[src/rtl/i2c_target_mem.sv]
// I2C target with a DEPTH-byte register file and an auto-incrementing pointer; 2-flop input sync + 1 edge stage.
// SDA updates one cycle after a detected SCL fall; the target never stretches SCL, so there is no backpressure.
`timescale 1ns/1ps
module i2c_target_mem #(
    parameter logic [6:0] TARGET_ADDR = 7'h22,
    parameter int         DEPTH       = 16
) (
    input  logic                     clk,
    input  logic                     rst,
    input  logic                     scl_i,
    input  logic                     sda_i,
    output logic                     sda_drive_low,
    output logic                     busy,
    output logic                     wr_strobe,
    output logic [$clog2(DEPTH)-1:0] wr_addr,
    output logic [7:0]               wr_data
);
    localparam int AW = $clog2(DEPTH);

    localparam logic [2:0] IDLE      = 3'd0;
    localparam logic [2:0] ADDR      = 3'd1;
    localparam logic [2:0] ADDR_ACK  = 3'd2;
    localparam logic [2:0] WR_BYTE   = 3'd3;
    localparam logic [2:0] WR_ACK    = 3'd4;
    localparam logic [2:0] RD_BYTE   = 3'd5;
    localparam logic [2:0] RD_ACK    = 3'd6;
    localparam logic [2:0] WAIT_STOP = 3'd7;

    logic          scl_s1_q, scl_s2_q, scl_prev_q;
    logic          sda_s1_q, sda_s2_q, sda_prev_q;
    logic [2:0]    state_q, state_d;
    logic [3:0]    cnt_q, cnt_d;
    logic [7:0]    shift_q, shift_d;
    logic [AW-1:0] ptr_q, ptr_d;
    logic          first_q, first_d;
    logic          sda_low_q, sda_low_d;
    logic          busy_q, busy_d;
    logic          wr_strobe_q, wr_strobe_d;
    logic [AW-1:0] wr_addr_q, wr_addr_d;
    logic [7:0]    wr_data_q, wr_data_d;
    logic          mem_we;
    logic [7:0]    mem_q [DEPTH];

    logic       scl_rise, scl_fall, start_det, stop_det;
    logic [7:0] rx_byte, rd_byte;

    assign scl_rise  = scl_s2_q & ~scl_prev_q;
    assign scl_fall  = ~scl_s2_q & scl_prev_q;
    assign start_det = scl_s2_q & scl_prev_q & sda_prev_q & ~sda_s2_q;
    assign stop_det  = scl_s2_q & scl_prev_q & ~sda_prev_q & sda_s2_q;
    assign rx_byte   = {shift_q[6:0], sda_s2_q};
    assign rd_byte   = mem_q[ptr_q];

    always_comb begin
        state_d     = state_q;
        cnt_d       = cnt_q;
        shift_d     = shift_q;
        ptr_d       = ptr_q;
        first_d     = first_q;
        sda_low_d   = sda_low_q;
        busy_d      = busy_q;
        wr_strobe_d = 1'b0;
        wr_addr_d   = wr_addr_q;
        wr_data_d   = wr_data_q;
        mem_we      = 1'b0;
        if (stop_det) begin
            state_d   = IDLE;
            sda_low_d = 1'b0;
            busy_d    = 1'b0;
        end else if (start_det) begin
            state_d   = ADDR;
            cnt_d     = 4'd0;
            sda_low_d = 1'b0;
        end else begin
            case (state_q)
                ADDR: begin
                    if (scl_rise) begin
                        shift_d = rx_byte;
                        cnt_d   = cnt_q + 4'd1;
                        if (cnt_q == 4'd7) begin
                            if (rx_byte[7:1] == TARGET_ADDR) begin
                                state_d = ADDR_ACK;
                            end else begin
                                state_d = WAIT_STOP;
                                busy_d  = 1'b0;
                            end
                        end
                    end
                end
                // sda_low_q tells which SCL fall this is: end of bit 8 (start ACK) or end of bit 9.
                ADDR_ACK: begin
                    if (scl_fall) begin
                        if (!sda_low_q) begin
                            sda_low_d = 1'b1;
                            busy_d    = 1'b1;
                        end else begin
                            cnt_d = 4'd0;
                            if (shift_q[0]) begin
                                state_d   = RD_BYTE;
                                shift_d   = rd_byte;
                                sda_low_d = ~rd_byte[7];
                            end else begin
                                state_d   = WR_BYTE;
                                first_d   = 1'b1;
                                sda_low_d = 1'b0;
                            end
                        end
                    end
                end
                WR_BYTE: begin
                    if (scl_rise) begin
                        shift_d = rx_byte;
                        cnt_d   = cnt_q + 4'd1;
                        if (cnt_q == 4'd7) begin
                            state_d = WR_ACK;
                            if (first_q) begin
                                ptr_d   = rx_byte[AW-1:0];
                                first_d = 1'b0;
                            end else begin
                                mem_we      = 1'b1;
                                wr_strobe_d = 1'b1;
                                wr_addr_d   = ptr_q;
                                wr_data_d   = rx_byte;
                                ptr_d       = ptr_q + 1'b1;
                            end
                        end
                    end
                end
                WR_ACK: begin
                    if (scl_fall) begin
                        if (!sda_low_q) begin
                            sda_low_d = 1'b1;
                        end else begin
                            sda_low_d = 1'b0;
                            state_d   = WR_BYTE;
                            cnt_d     = 4'd0;
                        end
                    end
                end
                RD_BYTE: begin
                    if (scl_rise) begin
                        cnt_d = cnt_q + 4'd1;
                        if (cnt_q == 4'd7) begin
                            ptr_d = ptr_q + 1'b1;
                        end
                    end else if (scl_fall) begin
                        if (cnt_q == 4'd8) begin
                            sda_low_d = 1'b0;
                            state_d   = RD_ACK;
                        end else begin
                            shift_d   = {shift_q[6:0], shift_q[7]};
                            sda_low_d = ~shift_q[6];
                        end
                    end
                end
                RD_ACK: begin
                    if (scl_rise && sda_s2_q) begin
                        state_d = WAIT_STOP;
                    end else if (scl_fall) begin
                        state_d   = RD_BYTE;
                        cnt_d     = 4'd0;
                        shift_d   = rd_byte;
                        sda_low_d = ~rd_byte[7];
                    end
                end
                default: begin
                end
            endcase
        end
    end

    always_ff @(posedge clk or posedge rst) begin
        if (rst) begin
            scl_s1_q    <= 1'b1;
            scl_s2_q    <= 1'b1;
            scl_prev_q  <= 1'b1;
            sda_s1_q    <= 1'b1;
            sda_s2_q    <= 1'b1;
            sda_prev_q  <= 1'b1;
            state_q     <= IDLE;
            cnt_q       <= 4'd0;
            shift_q     <= 8'd0;
            ptr_q       <= '0;
            first_q     <= 1'b0;
            sda_low_q   <= 1'b0;
            busy_q      <= 1'b0;
            wr_strobe_q <= 1'b0;
            wr_addr_q   <= '0;
            wr_data_q   <= 8'd0;
        end else begin
            scl_s1_q    <= scl_i;
            scl_s2_q    <= scl_s1_q;
            scl_prev_q  <= scl_s2_q;
            sda_s1_q    <= sda_i;
            sda_s2_q    <= sda_s1_q;
            sda_prev_q  <= sda_s2_q;
            state_q     <= state_d;
            cnt_q       <= cnt_d;
            shift_q     <= shift_d;
            ptr_q       <= ptr_d;
            first_q     <= first_d;
            sda_low_q   <= sda_low_d;
            busy_q      <= busy_d;
            wr_strobe_q <= wr_strobe_d;
            wr_addr_q   <= wr_addr_d;
            wr_data_q   <= wr_data_d;
        end
    end

    // Register file contents are deliberately left unreset.
    always_ff @(posedge clk) begin
        if (mem_we) begin
            mem_q[ptr_q] <= rx_byte;
        end
    end

    assign sda_drive_low = sda_low_q;
    assign busy          = busy_q;
    assign wr_strobe     = wr_strobe_q;
    assign wr_addr       = wr_addr_q;
    assign wr_data       = wr_data_q;
endmodule

[config.mk]
export PLATFORM = sky130hd
export DESIGN_NAME = i2c_target_mem
export DESIGN_NICKNAME = d
export VERILOG_FILES = /design/src/rtl/i2c_target_mem.sv
export SDC_FILE = /design/constraint.sdc
export NUM_CORES = 1
export LEC_CHECK = 0
export BUFFER_PORTS_ARGS = -buffer_cell sky130_fd_sc_hd__buf_2
export CORE_UTILIZATION = 60
export DETAILED_ROUTE_END_ITERATION = 6
export PLACE_DENSITY = 0.88
export SLEW_MARGIN = 15
export SYNTH_ARGS = -nofsm -noshare
export SYNTH_HDL_FRONTEND = slang
export SYNTH_SLANG_ARGS = --single-unit
[constraint.sdc]
create_clock -name clk -period 3.2 [get_ports clk]
set_input_delay 0.32 -clock clk [delete_from_list [all_inputs] [get_ports clk]]
set_output_delay 0.32 -clock clk [all_outputs]
set_load 0.1 [all_outputs]
==> run metrics <==
Worst setup SP type=flop; initial DRC count=569; Sequential Area=4880 um2; die width=112 um; area grow syn2layout=13.4%; clk sinks=169; async set or reset register ratio after synthesis=24.3%; gp weighted congestion=0.894; ant diodes=0; final setup fails=0; crit path to=mem_q[10][6]; number of global-route vias before repair=4551; status=complete, no violations; Worst Path Required=3.26 ns; Max Cap Viol=0; post-route worst setup slack=0.608 ns; top cells by area, synth=edfxtp_1, dfrtp_1, mux4_2; fmax=386 MHz; Pre-Repair DR Iteration Count=5; Post-Synth Simple-Gate Area=8.43%; Mapped Area=7240 um2; DRC errors left=0; CP arrival=2.65 ns; largest fanout on the critical path=11; crit end category=flop; clk slew on worst S/H paths=0.06 ns; TNS Setup=0 ns; Post CTS Setup Buffer Count=0; maximum vdd drop=0.779 mV; first-pass GRT wire length=26100 um; most used flip-flop cell after synthesis=edfxtp_1; Core ar.=11600 um2; CTS Root Cell=clkbuf_16; FF+latch count, synth=169; die area=12500 um2; FF-to-FF End=mem_q[10][6]; vias per inst=6.83; RSZ-0062 raised after global routing=false; H-tree depth=4; post-synth top area share=53.1%; WS Path Type=reg -> reg; footprint of the multi-input gates=2210 um2; Total GRT Usage=29.0%; Core Rows=39; Compound-Gate Fraction of Synth Area=7.38%; worst reg2reg setup slack=0.61 ns; Final Hold Fails=0; Post-Route Skew=0.0128 ns; Slew HR=44.4%; number of synthesized flops with an enable pin=128; hold crit path type=reg -> reg; mean area per synthesized cell=15.6 um2; die outline height=112 um; post-detail-place hpwl=10300 um; period utilization=81.0%; Boundary Pins=19; FF-to-FF Start=scl_s2_q; Clk Latency, worst-skew pair=0.44 ns; Final nets=513; worst slew pin tran=0.831 ns; Critical Path Start=scl_s2_q; Inst Count DP=624; Cell Pwr Density=768 nW/um2; Post-Route WL=16400 um; Post-Synth Adder-Cell Area=1.33%; GRT overflow=0; Yosys warnings=0; PortBufs=18; Antenna Nets Post-Route=0; Max Transition Viols Final=0; share of layout cells above drive strength 1=25.8%; XOR/XNOR Fraction of Synth Area=0.242%; CTS buffer count=17; Netlist cell types=64; fill cell count=692; fin crit period=2.59 ns; initial antenna violation count=0; biggest area consumer among synthesized cells=edfxtp_1; Syn Inst Count=463; Synth Net Count=473; Finished Layout Cells=659; pin count of the biggest net entering global routing=28; pre-CTS setup slack=0.626 ns; reg2reg path depth=6; routed length per instance=24.8 um; CTS Buffer Depth=2; commonest cells after routing, fill and taps aside=edfxtp_1, dfrtp_1, nand2_1; Leak=2.94 nW; Seq/Total Area, Yosys=67.3%; CTS tree=yes; DR vias=4498; main combinational cell family by area after synthesis=multiplexers; post-synthesis mux area share=13.1%; most common cell after layout, fill and taps aside=edfxtp_1; initial core utilization=62.4%
## state kept, by name, summed over array words and instances, names as in the netlist
register / flops
mem_q: 128
shift_q: 8
wr_data: 8
cnt_q: 4
ptr_q: 4
wr_addr: 4
state_q: 3
busy: 1
first_q: 1
scl_prev_q: 1
scl_s1_q: 1
scl_s2_q: 1
sda_drive_low: 1
sda_prev_q: 1
sda_s1_q: 1
sda_s2_q: 1
wr_strobe: 1
## cells by family (layout without fill, tap and decap cells)
family / Yosys count / in the layout
compound gates: 77 / 77
xor+xnor: 2 / 2
fa+ha+maj: 8 / 8
buf+inv: 36 / 89
flops: 169 / 169
mux: 55 / 55
simple gates: 116 / 116
## metrics by stage
step	util (%)	power, mW	instance area, um2	hold WS [ns]
6_report	70.7	6.31	8210	0.357
5_1_grt	70.7	6.52	8210	0.363
4_1_cts	70.7	6.28	8210	0.358
3_5_place_dp	65.3	4.19	7580	0.349
3_3_place_gp	65.3	4.11	7580	0.349
2_1_floorplan	-	3.75	7240	0.324
## worst max-delay path, stage by stage, from the launching register on
cell,delay [ns]
dfstp_2,0.62
nor2b_1,0.17
buf_4,0.16
nand3_1,0.15
nor3_2,0.27
nand2_1,0.19
nor2_1,0.67
## metal layers
metal  wire (um)  track usage [%]
met5           0                0
met4         484             13.6
met3        1630             7.02
met2        7970             44.8
met1        6290             39.5
## synth_stat cells, types with 3 or more instances
cell type / number
and3_1: 5
nor2_1: 24
mux4_2: 26
mux2i_1: 7
buf_2: 12
o21ai_0: 17
inv_1: 12
nand2_1: 28
clkbuf_1: 8
nor3_1: 13
a22o_1: 4
mux2_2: 19
a221oi_1: 5
nor4_1: 5
a21oi_1: 16
o22ai_1: 3
o21ai_1: 3
edfxtp_1: 128
ha_1: 6
nand3_1: 10
mux4_1: 3
dfstp_2: 6
nand2b_1: 7
dfrtp_1: 35
o31ai_1: 3
a22oi_1: 4
nor2b_1: 6
buf_1: 3
## worst min-delay path by stage
stage	from	endpoint	slack, ns	cells after the start
floorplan	scl_i	scl_s1_q	0.32	0
global placement	sda_s1_q	sda_s2_q	0.35	0
detailed placement	scl_s1_q	scl_s2_q	0.35	0
finish	scl_s1_q	scl_s2_q	0.36	0
global route	scl_s1_q	scl_s2_q	0.36	0
CTS	scl_s1_q	scl_s2_q	0.36	0
## final cells by class
type	instances	area share, %
clock buffers	18	5.23
clock inverters	14	2.12
inverters	12	0.548
multi-input cells	258	26.9
flip-flops and latches	169	59.4
well taps	143	2.18
repair buffers	45	3.66
## repair_timing
action	in CTS	in global routing
resized for setup	0	0
hold buffers	3	0
hold endpoints to repair	10	0
## report_power, final
group	internal (mW)	total [mW]	switching, mW	leakage [nW]
registers	2.64	2.82	0.182	1.69
clock network	1.23	2.09	0.863	0.283
logic	0.462	1.40	0.933	0.961
total	4.33	6.31	1.98	2.94
Note: power is estimated with default switching activity, not from simulation.
